### config.mk
export PLATFORM = sky130hd
export DESIGN_NAME = dn_bus_arbiter
export DESIGN_NICKNAME = d
export VERILOG_FILES = /design/src/rtl/dn_bus_arbiter.sv
export SDC_FILE = /design/constraint.sdc
export NUM_CORES = 1
export LEC_CHECK = 0
export ABC_AREA = 1
export CELL_PAD_IN_SITES_DETAIL_PLACEMENT = 0
export CELL_PAD_IN_SITES_GLOBAL_PLACEMENT = 1
export CORE_UTILIZATION = 35
export DETAILED_ROUTE_END_ITERATION = 8
export GPL_TIMING_DRIVEN = 0
export PLACE_DENSITY = 0.95
export SETUP_SLACK_MARGIN = 0.05
export SKIP_CTS_REPAIR_TIMING = 1
export SLEW_MARGIN = 10
export SYNTH_ARGS = -nofsm -noshare
export SYNTH_HDL_FRONTEND = slang
export SYNTH_SLANG_ARGS = --single-unit
export TNS_END_PERCENT = 20
### constraint.sdc
create_clock -name clk_sys -period 3.6 [get_ports clk_sys]
set_clock_uncertainty 0.2 [all_clocks]
set_input_delay 0.36 -clock clk_sys [delete_from_list [all_inputs] [get_ports clk_sys]]
set_output_delay 0.36 -clock clk_sys [all_outputs]
set_load 0.05 [all_outputs]
### src/rtl/dn_bus_arbiter.sv
// dn_bus_arbiter: owns the shared ROM/NVRAM load bus and shares it between
// the HPS ioctl download stream (always wins) and single-byte hiscore
// accesses, which are only performed while the CPU is held paused.
//
// Requester handshake: hs_req is a level held through the hs_ack cycle.
// The arbiter samples hs_req/hs_we/hs_addr/hs_wdata at the end of the ack
// cycle to decide on a burst, so a requester that wants back-to-back
// accesses presents its next request during the ack cycle, and one that is
// finished drops hs_req in that same cycle.
`timescale 1ns/1ps

module dn_bus_arbiter #(
    parameter int AW       = 16,
    parameter int NVAW     = 10,
    parameter int SETTLE   = 4,
    parameter int READ_LAT = 2
) (
    input  logic            clk_sys,
    input  logic            reset,
    input  logic            dl_active,
    input  logic [7:0]      dl_index,
    input  logic            dl_wr,
    input  logic [24:0]     dl_addr,
    input  logic [7:0]      dl_data,
    output logic            dl_wait,
    input  logic            hs_req,
    input  logic            hs_we,
    input  logic [NVAW-1:0] hs_addr,
    input  logic [7:0]      hs_wdata,
    output logic            hs_ack,
    output logic [7:0]      hs_rdata,
    output logic            pause_req,
    input  logic            cpu_paused,
    output logic [AW-1:0]   bus_addr,
    output logic [7:0]      bus_data,
    output logic            bus_wr,
    output logic            bus_nvram_sel,
    input  logic [7:0]      bus_rdata,
    output logic            busy
);

    // One counter serves both the settle wait and the read latency wait.
    localparam int MAXC = (SETTLE > READ_LAT) ? SETTLE : READ_LAT;
    localparam int CW   = (MAXC > 1) ? $clog2(MAXC) : 1;

    typedef enum logic [2:0] {
        ST_IDLE,
        ST_DL,
        ST_PAUSE,
        ST_SETTLE,
        ST_HS_ACC,
        ST_HS_RD,
        ST_HS_DONE
    } state_t;

    state_t            state_reg, state_next;
    logic [CW-1:0]     cnt_reg, cnt_next;
    logic              req_we_reg, req_we_next;
    logic [NVAW-1:0]   req_addr_reg, req_addr_next;
    logic [7:0]        req_wdata_reg, req_wdata_next;
    logic [AW-1:0]     bus_addr_reg, bus_addr_next;
    logic [7:0]        bus_data_reg, bus_data_next;
    logic              bus_wr_reg, bus_wr_next;
    logic              bus_sel_reg, bus_sel_next;
    logic [7:0]        rdata_reg, rdata_next;

    logic              dl_take;
    logic              hs_phase;
    logic              launch;
    logic              launch_we;
    logic [NVAW-1:0]   launch_addr;
    logic [7:0]        launch_wdata;
    logic              unused_dl_addr;

    // Upper download address bits beyond the bus width are dropped.
    assign unused_dl_addr = &{1'b0, dl_addr};

    // Download bytes are accepted only while the download owns (or is about
    // to own) the bus, and only for the ROM (0) and NVRAM (4) indices.
    assign dl_take = dl_active && dl_wr &&
                     (state_reg == ST_IDLE || state_reg == ST_DL || state_reg == ST_PAUSE) &&
                     (dl_index == 8'd0 || dl_index == 8'd4);

    // Committed to a hiscore access: the download must stall until it ends.
    assign hs_phase = (state_reg == ST_SETTLE) || (state_reg == ST_HS_ACC) ||
                      (state_reg == ST_HS_RD)  || (state_reg == ST_HS_DONE);

    assign dl_wait       = dl_active && hs_phase;
    assign pause_req     = hs_phase || (state_reg == ST_PAUSE);
    assign hs_ack        = (state_reg == ST_HS_DONE);
    assign busy          = (state_reg != ST_IDLE);
    assign hs_rdata      = rdata_reg;
    assign bus_addr      = bus_addr_reg;
    assign bus_data      = bus_data_reg;
    assign bus_wr        = bus_wr_reg;
    assign bus_nvram_sel = bus_sel_reg;

    // Next-state, request latching and registered bus drive decisions.
    always_comb begin
        state_next     = state_reg;
        cnt_next       = cnt_reg;
        req_we_next    = req_we_reg;
        req_addr_next  = req_addr_reg;
        req_wdata_next = req_wdata_reg;
        bus_addr_next  = bus_addr_reg;
        bus_data_next  = bus_data_reg;
        bus_wr_next    = 1'b0;
        bus_sel_next   = bus_sel_reg;
        rdata_next     = rdata_reg;
        launch         = 1'b0;
        launch_we      = req_we_reg;
        launch_addr    = req_addr_reg;
        launch_wdata   = req_wdata_reg;

        if (dl_take) begin
            bus_addr_next = dl_addr[AW-1:0];
            bus_data_next = dl_data;
            bus_wr_next   = 1'b1;
            bus_sel_next  = (dl_index == 8'd4);
        end

        case (state_reg)
            ST_IDLE: begin
                if (dl_active) begin
                    state_next = ST_DL;
                end else if (hs_req) begin
                    state_next     = ST_PAUSE;
                    req_we_next    = hs_we;
                    req_addr_next  = hs_addr;
                    req_wdata_next = hs_wdata;
                end
            end
            ST_DL: begin
                if (!dl_active) state_next = ST_IDLE;
            end
            ST_PAUSE: begin
                // The pending hiscore request survives a download pre-emption;
                // it is simply re-latched from IDLE later.
                if (dl_active) begin
                    state_next = ST_DL;
                end else if (cpu_paused) begin
                    state_next = ST_SETTLE;
                    cnt_next   = CW'(SETTLE - 1);
                end
            end
            ST_SETTLE: begin
                if (!cpu_paused) begin
                    state_next = ST_PAUSE;
                end else if (cnt_reg == '0) begin
                    state_next = ST_HS_ACC;
                    launch     = 1'b1;
                end else begin
                    cnt_next = cnt_reg - 1'b1;
                end
            end
            ST_HS_ACC: begin
                if (req_we_reg) begin
                    state_next = ST_HS_DONE;
                end else begin
                    state_next = ST_HS_RD;
                    cnt_next   = CW'(READ_LAT - 1);
                end
            end
            ST_HS_RD: begin
                if (cnt_reg == '0) begin
                    rdata_next = bus_rdata;
                    state_next = ST_HS_DONE;
                end else begin
                    cnt_next = cnt_reg - 1'b1;
                end
            end
            ST_HS_DONE: begin
                if (dl_active) begin
                    state_next = ST_DL;
                end else if (hs_req && cpu_paused) begin
                    // Burst: CPU is still paused, go straight to the next access.
                    state_next     = ST_HS_ACC;
                    req_we_next    = hs_we;
                    req_addr_next  = hs_addr;
                    req_wdata_next = hs_wdata;
                    launch         = 1'b1;
                    launch_we      = hs_we;
                    launch_addr    = hs_addr;
                    launch_wdata   = hs_wdata;
                end else begin
                    state_next = ST_IDLE;
                end
            end
            default: state_next = ST_IDLE;
        endcase

        // Drive the hiscore address (and write data) for the HS_ACC cycle.
        if (launch) begin
            bus_addr_next = AW'(launch_addr);
            bus_sel_next  = 1'b1;
            if (launch_we) begin
                bus_data_next = launch_wdata;
                bus_wr_next   = 1'b1;
            end
        end
    end

    // State and datapath registers; reset aborts any access in flight.
    always_ff @(posedge clk_sys or posedge reset) begin
        if (reset) begin
            state_reg     <= ST_IDLE;
            cnt_reg       <= '0;
            req_we_reg    <= 1'b0;
            req_addr_reg  <= '0;
            req_wdata_reg <= '0;
            bus_addr_reg  <= '0;
            bus_data_reg  <= '0;
            bus_wr_reg    <= 1'b0;
            bus_sel_reg   <= 1'b0;
            rdata_reg     <= '0;
        end else begin
            state_reg     <= state_next;
            cnt_reg       <= cnt_next;
            req_we_reg    <= req_we_next;
            req_addr_reg  <= req_addr_next;
            req_wdata_reg <= req_wdata_next;
            bus_addr_reg  <= bus_addr_next;
            bus_data_reg  <= bus_data_next;
            bus_wr_reg    <= bus_wr_next;
            bus_sel_reg   <= bus_sel_next;
            rdata_reg     <= rdata_next;
        end
    end

endmodule
==> results of run 1 <==
## critical path, delay by kind of cell, from the launching register on
family        cells  cell delay [ps]
simple gates      4              470
flops             1              450
buf+inv           4             1360
## cell usage after synthesis
cell        n
nor2_2      2
a21oi_4     1
nand2_1   159
nor2_1     39
nand3_2     3
mux2_2      8
dfrtp_1    58
o21ai_0    45
nor3_1      3
inv_4       2
nand3_1    51
buf_4       6
o21ai_1     4
o21ai_2     1
nand4_1    10
buf_6       6
nand3_4     1
inv_1      63
ha_1        2
nand2_4     2
nand2_2     4
buf_2       5
nor2_4      3
clkbuf_1    3
a21oi_1     3
o221ai_1    1
o21a_1      1
inv_2       3
## cell families (layout without fill, tap and decap cells)
kind of cell	after synthesis	after routing	synth area share, %
AOI/OAI and AO/OA	56	56	8.63
adders and majority gates	2	2	0.716
buffers and inverters	88	205	11.7
DFF	58	58	41.5
muxes	8	8	2.58
and+or+nand+nor	277	277	34.8
## area by class of cell
cell class / count / area [sq um]
inverter: 68 / 263
clock inverter: 6 / 41.3
sequential: 58 / 1450
timing repair buffer: 101 / 1010
fill: 981 / 4880
buffer: 20 / 149
multi-input combinational: 343 / 1630
tap: 133 / 166
clock buffer: 10 / 138
## worst paths after layout
| check | startpoint | end | slack (ps) |
|---|---|---|---|
| worst max-delay path | state_reg[0] | dl_wait | 430 |
| worst min-delay path | cnt_reg[1] | cnt_reg[1] | 270 |
| worst max register to register | cnt_reg[0] | bus_addr[1] | 1610 |
| worst min register to register | cnt_reg[1] | cnt_reg[1] | 270 |
| max in group asynchronous | reset | req_wdata_reg[7] | 2400 |
| min in group asynchronous | reset | hs_rdata[1] | 310 |
## metrics by stage
| stage | utilization, % | cells | hold WS, ps |
|---|---|---|---|
| after global routing | 49.9 | 739 | 306 |
| after global placement | 48.0 | 723 | 257 |
| final | 49.9 | 739 | 272 |
| after floorplan | - | 489 | 242 |
| after detailed placement | 48.0 | 723 | 259 |
| after CTS | 49.9 | 739 | 278 |
## power groups by stage
stage | clock [mW] | sequential, mW | combinational [mW]
finish | 0.547 | 1.10 | 2.19
global route | 0.596 | 1.13 | 2.39
CTS | 0.565 | 1.10 | 2.19
detailed placement | 0 | 1.11 | 2.18
global placement | 0 | 1.10 | 2.15
floorplan | 0 | 1.67 | 0.945
## layout by cell type, fill, tap and decap left out, drive strengths merged, types with 4 or more instances in the layout
cell type	instances
a21oi	4
buf	17
clkbuf	13
clkdlybuf4s50	101
dfrtp	58
inv	69
mux2	8
nand2	165
nand3	55
nand4	10
nor2	44
o21ai	50
## routing by layer
layer  wire length [um]  global-route usage (%)  vias up
met5                  0                       0        -
met4                105                    5.71        0
met3                572                    3.97        9
met2               4460                    31.0      119
met1               4330                    25.7     1651
li1                   -                       -     1767
==> metrics.yaml, run 1 <==
outcome:
  outcome: "completed"
final_layout:
  nNetsFinal: 677
  drive_gt1_share_pct: 10.6
  n_antenna_cell: 0
  area_growth_pct: 38.9
  largest_register_ffs: 16
  stdcell_area_sq_um: 4850
worst_setup_path:
  crit_top_cell: "nor2_1"
  cp-start-kind: "flop"
  path_cells: "inv_2 > nand2_4 > nor2_4 > buf_6 > buf_2 > nor2_1 > nor2_1 > clkdlybuf4s50_1"
  r2r_cells: 9
  crit_fanout: 10
  worst_path_max_delay_cell: "clkdlybuf4s50_1"
  worstPathRequired_ps: 3040
  critical_path_class: "flop to output pin"
  arrival_ps: 2610
  end_kind: "output pin"
  cpPeakStageDelay_ps: 810
synthesis:
  syn_area_sq_um: 3490
  ys_seq_area_share_pct: 41.5
  netlist.area_leader.share_pct: 41.5
  post-synth-top-area-cell: "dfrtp_1"
  netlist_instances: 489
  syn_nets: 565
  synth_seq_cells: 58
  avgSynthCellArea_sq_um: 7.15
  synth.distinct_cells: 28
  ys_warn_count: 0
  yosys-top-cells-area: "dfrtp_1 (42%), nand2_1 (17%), nand3_1 (7.3%), inv_1 (6.8%), o21ai_0 (6.4%)"
sta:
  layout_setup_ws_ps: 427
  finalHoldViolCount: 0
  min_period_over_period_pct: 88.1
  fmax_ghz: 0.315
  max_slew_margin_pct: 50.7
  slew_violations: 0
  worst_pin_slew_ps: 739
  finalSetupTns_ps: 0
  min_period_ps: 3170
  setup_violations: 0
  rsz0062_at_grt: "no"
detailed_routing:
  drt-total-wl_um: 9470
  wire_per_inst_um: 12.8
  vias_per_cell: 4.80
  drc: 0
  drt_iter0_drc: 179
  antenna_left: 0
  vias: 3546
  dr.pass1.iters: 5
global_routing:
  grt_max_degree: 59
  grt_antenna_before_repair: 0
  grt_pass1_vias: 3387
  grt_pass1_wl_um: 15500
  overflow: 0
  grt_usage_pct: 19.1
power_and_ir_drop:
  power_frac_clock_pct: 14.3
  vdd_drop_max_v: 0.000512
  p_seq_share_pct: 28.7
  switchingPower_mw: 1.86
  switching_share_pct: 48.5
  leakage_nw: 2.40
  power.density_nw_per_um2: 791
  internal-power_mw: 1.97
  comb_power_share_pct: 57.1
  p_total_mw: 3.84
cts:
  cts_inserted_buffers: 9
  insertion_delay_ps: 330
  root_buffer: "clkbuf_8"
  tritoncts: "built"
  ctsHtreeMaxLevel: 3
  cts.clk_slew.worst_paths_ps: 70
  clkSinkCount: 58
  cts_max_path_buffers: 2
placed_design:
  dp_hpwl_um: 6770
  dp_slack_ps: 796
  place_area_sq_um: 4670
  place_congestion: 0.810
  io_buffers: 101
min_path:
  hold_depth: 2
  hp-class: "flop to flop"
floorplanning:
  die_h_um: 102
  core_sq_um: 9730
  dieArea_sq_um: 10400
  rows: 36
  io_pins: 112
  die_x_um: 102
  start_util_pct: 35.9
run:
  max_cap_violations: 0
Note: power is estimated with default switching activity, not from simulation.
==> inputs of run 2 (changes only) <==
--- a/config.mk
+++ b/config.mk
@@ -12,6 +12,7 @@
 export DETAILED_ROUTE_END_ITERATION = 8
 export GPL_TIMING_DRIVEN = 0
 export PLACE_DENSITY = 0.95
+export RECOVER_POWER = 25
 export SETUP_SLACK_MARGIN = 0.05
 export SKIP_CTS_REPAIR_TIMING = 1
 export SLEW_MARGIN = 10
==> constraint.sdc (replaced) <==
create_clock -name clk_sys -period 3.6 [get_ports clk_sys]
set_clock_uncertainty 0.2 [all_clocks]
set_input_delay 0.72 -clock clk_sys [delete_from_list [all_inputs] [get_ports clk_sys]]
set_output_delay 0.72 -clock clk_sys [all_outputs]
set_load 0.05 [all_outputs]
==> run 2 against run 1 <==
The flow now finishes with violations (capacitance limit, slew limit); final cell count is the same; highest routed layer unchanged; critical endpoint is now hs_ack; clock power hardly changed; largest cell class unchanged; wire length is 0.27% higher; register-to-register slack about the same; total power down 0.10%; fmax decreased by 5.6%; utilization about the same.
==> metrics.yaml, run 2 (synthesis gave the netlist of run 1 again) <==
outcome:
  outcome: "complete, but fails checks"
  violations: "capacitance limit, slew limit"
worst_setup_path:
  worstPathRequired_ps: 2680
  cp-start-kind: "flop"
  critical_path_class: "flop to output pin"
  arrival_ps: 2440
  end_kind: "output pin"
  crit_fanout: 10
cts:
  cts.clk_slew.worst_paths_ps: 70
  tritoncts: "built"
  clkSinkCount: 58
  root_buffer: "clkbuf_8"
  cts_max_path_buffers: 2
  insertion_delay_ps: 330
  cts_inserted_buffers: 9
  ctsHtreeMaxLevel: 3
sta:
  min_period_over_period_pct: 93.4
  max_slew_margin_pct: -49.9
  rsz0062_at_grt: "no"
  layout_setup_ws_ps: 239
  fin_hold_ws_ps: 271
  min_period_ps: 3360
  fmax_ghz: 0.297
  slew_violations: 59
  finalHoldViolCount: 0
  finalSetupTns_ps: 0
  worst_pin_slew_ps: 2250
  setup_violations: 0
final_layout:
  layout_common_cells: "nand2_1 (159), clkdlybuf4s50_1 (99), inv_1 (63)"
  layout_commonest_cell: "nand2_1"
  final_cells: 739
  nNetsFinal: 677
  largest_register_ffs: 16
  n_antenna_cell: 0
  drive_gt1_share_pct: 10.4
  area_growth_pct: 39.0
  fillers: 979
global_routing:
  grt_pass1_vias: 3387
  grt_usage_pct: 19.1
  grt_antenna_before_repair: 0
  overflow: 0
  grt_max_degree: 59
  grt_pass1_wl_um: 15500
detailed_routing:
  drc: 0
  drt_iter0_drc: 183
  dr.pass1.iters: 5
  drt-total-wl_um: 9490
  wire_per_inst_um: 12.8
  antenna_left: 0
  vias_per_cell: 4.80
  vias: 3550
floorplanning:
  io_pins: 112
  die_x_um: 102
  rows: 36
  start_util_pct: 35.9
  core_sq_um: 9730
  dieArea_sq_um: 10400
  die_h_um: 102
power_and_ir_drop:
  vdd_drop_max_v: 0.000490
  leakage_nw: 2.43
  p_total_mw: 3.83
  power.density_nw_per_um2: 790
placed_design:
  io_buffers: 101
  place_congestion: 0.810
  dp_hpwl_um: 6770
  placedCellCount: 723
  dp_slack_ps: 200
min_path:
  hp-class: "flop to flop"
run:
  max_cap_violations: 1
-- run 2: layout make-up --
cell class / instances / area [sq um] / area share [%]
sequential: 58 / 1450 / 29.9
inverter: 68 / 260 / 5.36
clock inverter: 6 / 41.3 / 0.850
buffer: 20 / 149 / 3.07
timing repair buffer: 101 / 1020 / 20.9
tap: 133 / 166 / 3.43
multi-input combinational: 343 / 1630 / 33.7
clock buffer: 10 / 138 / 2.83
-- run 2: report_power, final --
| group | total (mW) | switching (mW) | leakage (nW) | internal (mW) |
|---|---|---|---|---|
| clock network | 0.546 | 0.278 | 0.0847 | 0.268 |
| logic | 2.19 | 1.43 | 1.62 | 0.755 |
| registers | 1.10 | 0.150 | 0.729 | 0.951 |
| total | 3.83 | 1.86 | 2.43 | 1.97 |
-- run 2: final timing paths --
kind / start / end / slack [ps] / cells past startpoint
worst max-delay path: state_reg[0] / hs_ack / 240 / 6
worst min-delay path: cnt_reg[1] / cnt_reg[1] / 270 / 2
worst max register to register: cnt_reg[0] / bus_addr[1] / 1620 / 9
worst min register to register: cnt_reg[1] / cnt_reg[1] / 270 / 2
max in group asynchronous: reset / req_wdata_reg[7] / 640 / 2
min in group asynchronous: reset / hs_rdata[6] / 1260 / 2
-- run 2: worst max-delay path: stages, from the launching register on --
cell,delay [ps]
dfrtp_1,450
inv_2,120
nand2_4,60
nor2_4,200
buf_6,180
buf_2,250
clkdlybuf4s50_1,850
-- run 2: metal layers --
layer | vias to the layer above | wire length (um) | global-route usage, %
met4 | 0 | 105 | 5.71
met1 | 1648 | 4360 | 25.7
met2 | 124 | 4440 | 31.0
met3 | 9 | 591 | 3.97
li1 | 1769 | - | -
met5 | - | 0 | 0
-- run 2: stage by stage --
step                utilization, %  instance area (sq um)
floorplan                        -                   3490
global placement              48.0                   4670
detailed placement            48.0                   4670
CTS                           49.9                   4850
global route                  49.9                   4860
finish                        49.9                   4860
==> inputs of run 3 (changes only) <==
--- a/config.mk
+++ b/config.mk
@@ -11,6 +11,7 @@
 export CORE_UTILIZATION = 35
 export DETAILED_ROUTE_END_ITERATION = 8
 export GPL_TIMING_DRIVEN = 0
+export HOLD_SLACK_MARGIN = 0.06
 export PLACE_DENSITY = 0.95
 export RECOVER_POWER = 25
 export SETUP_SLACK_MARGIN = 0.05
==> results of run 3 <==
No change in the layout: final DEF, timing and power equal those of run 2.
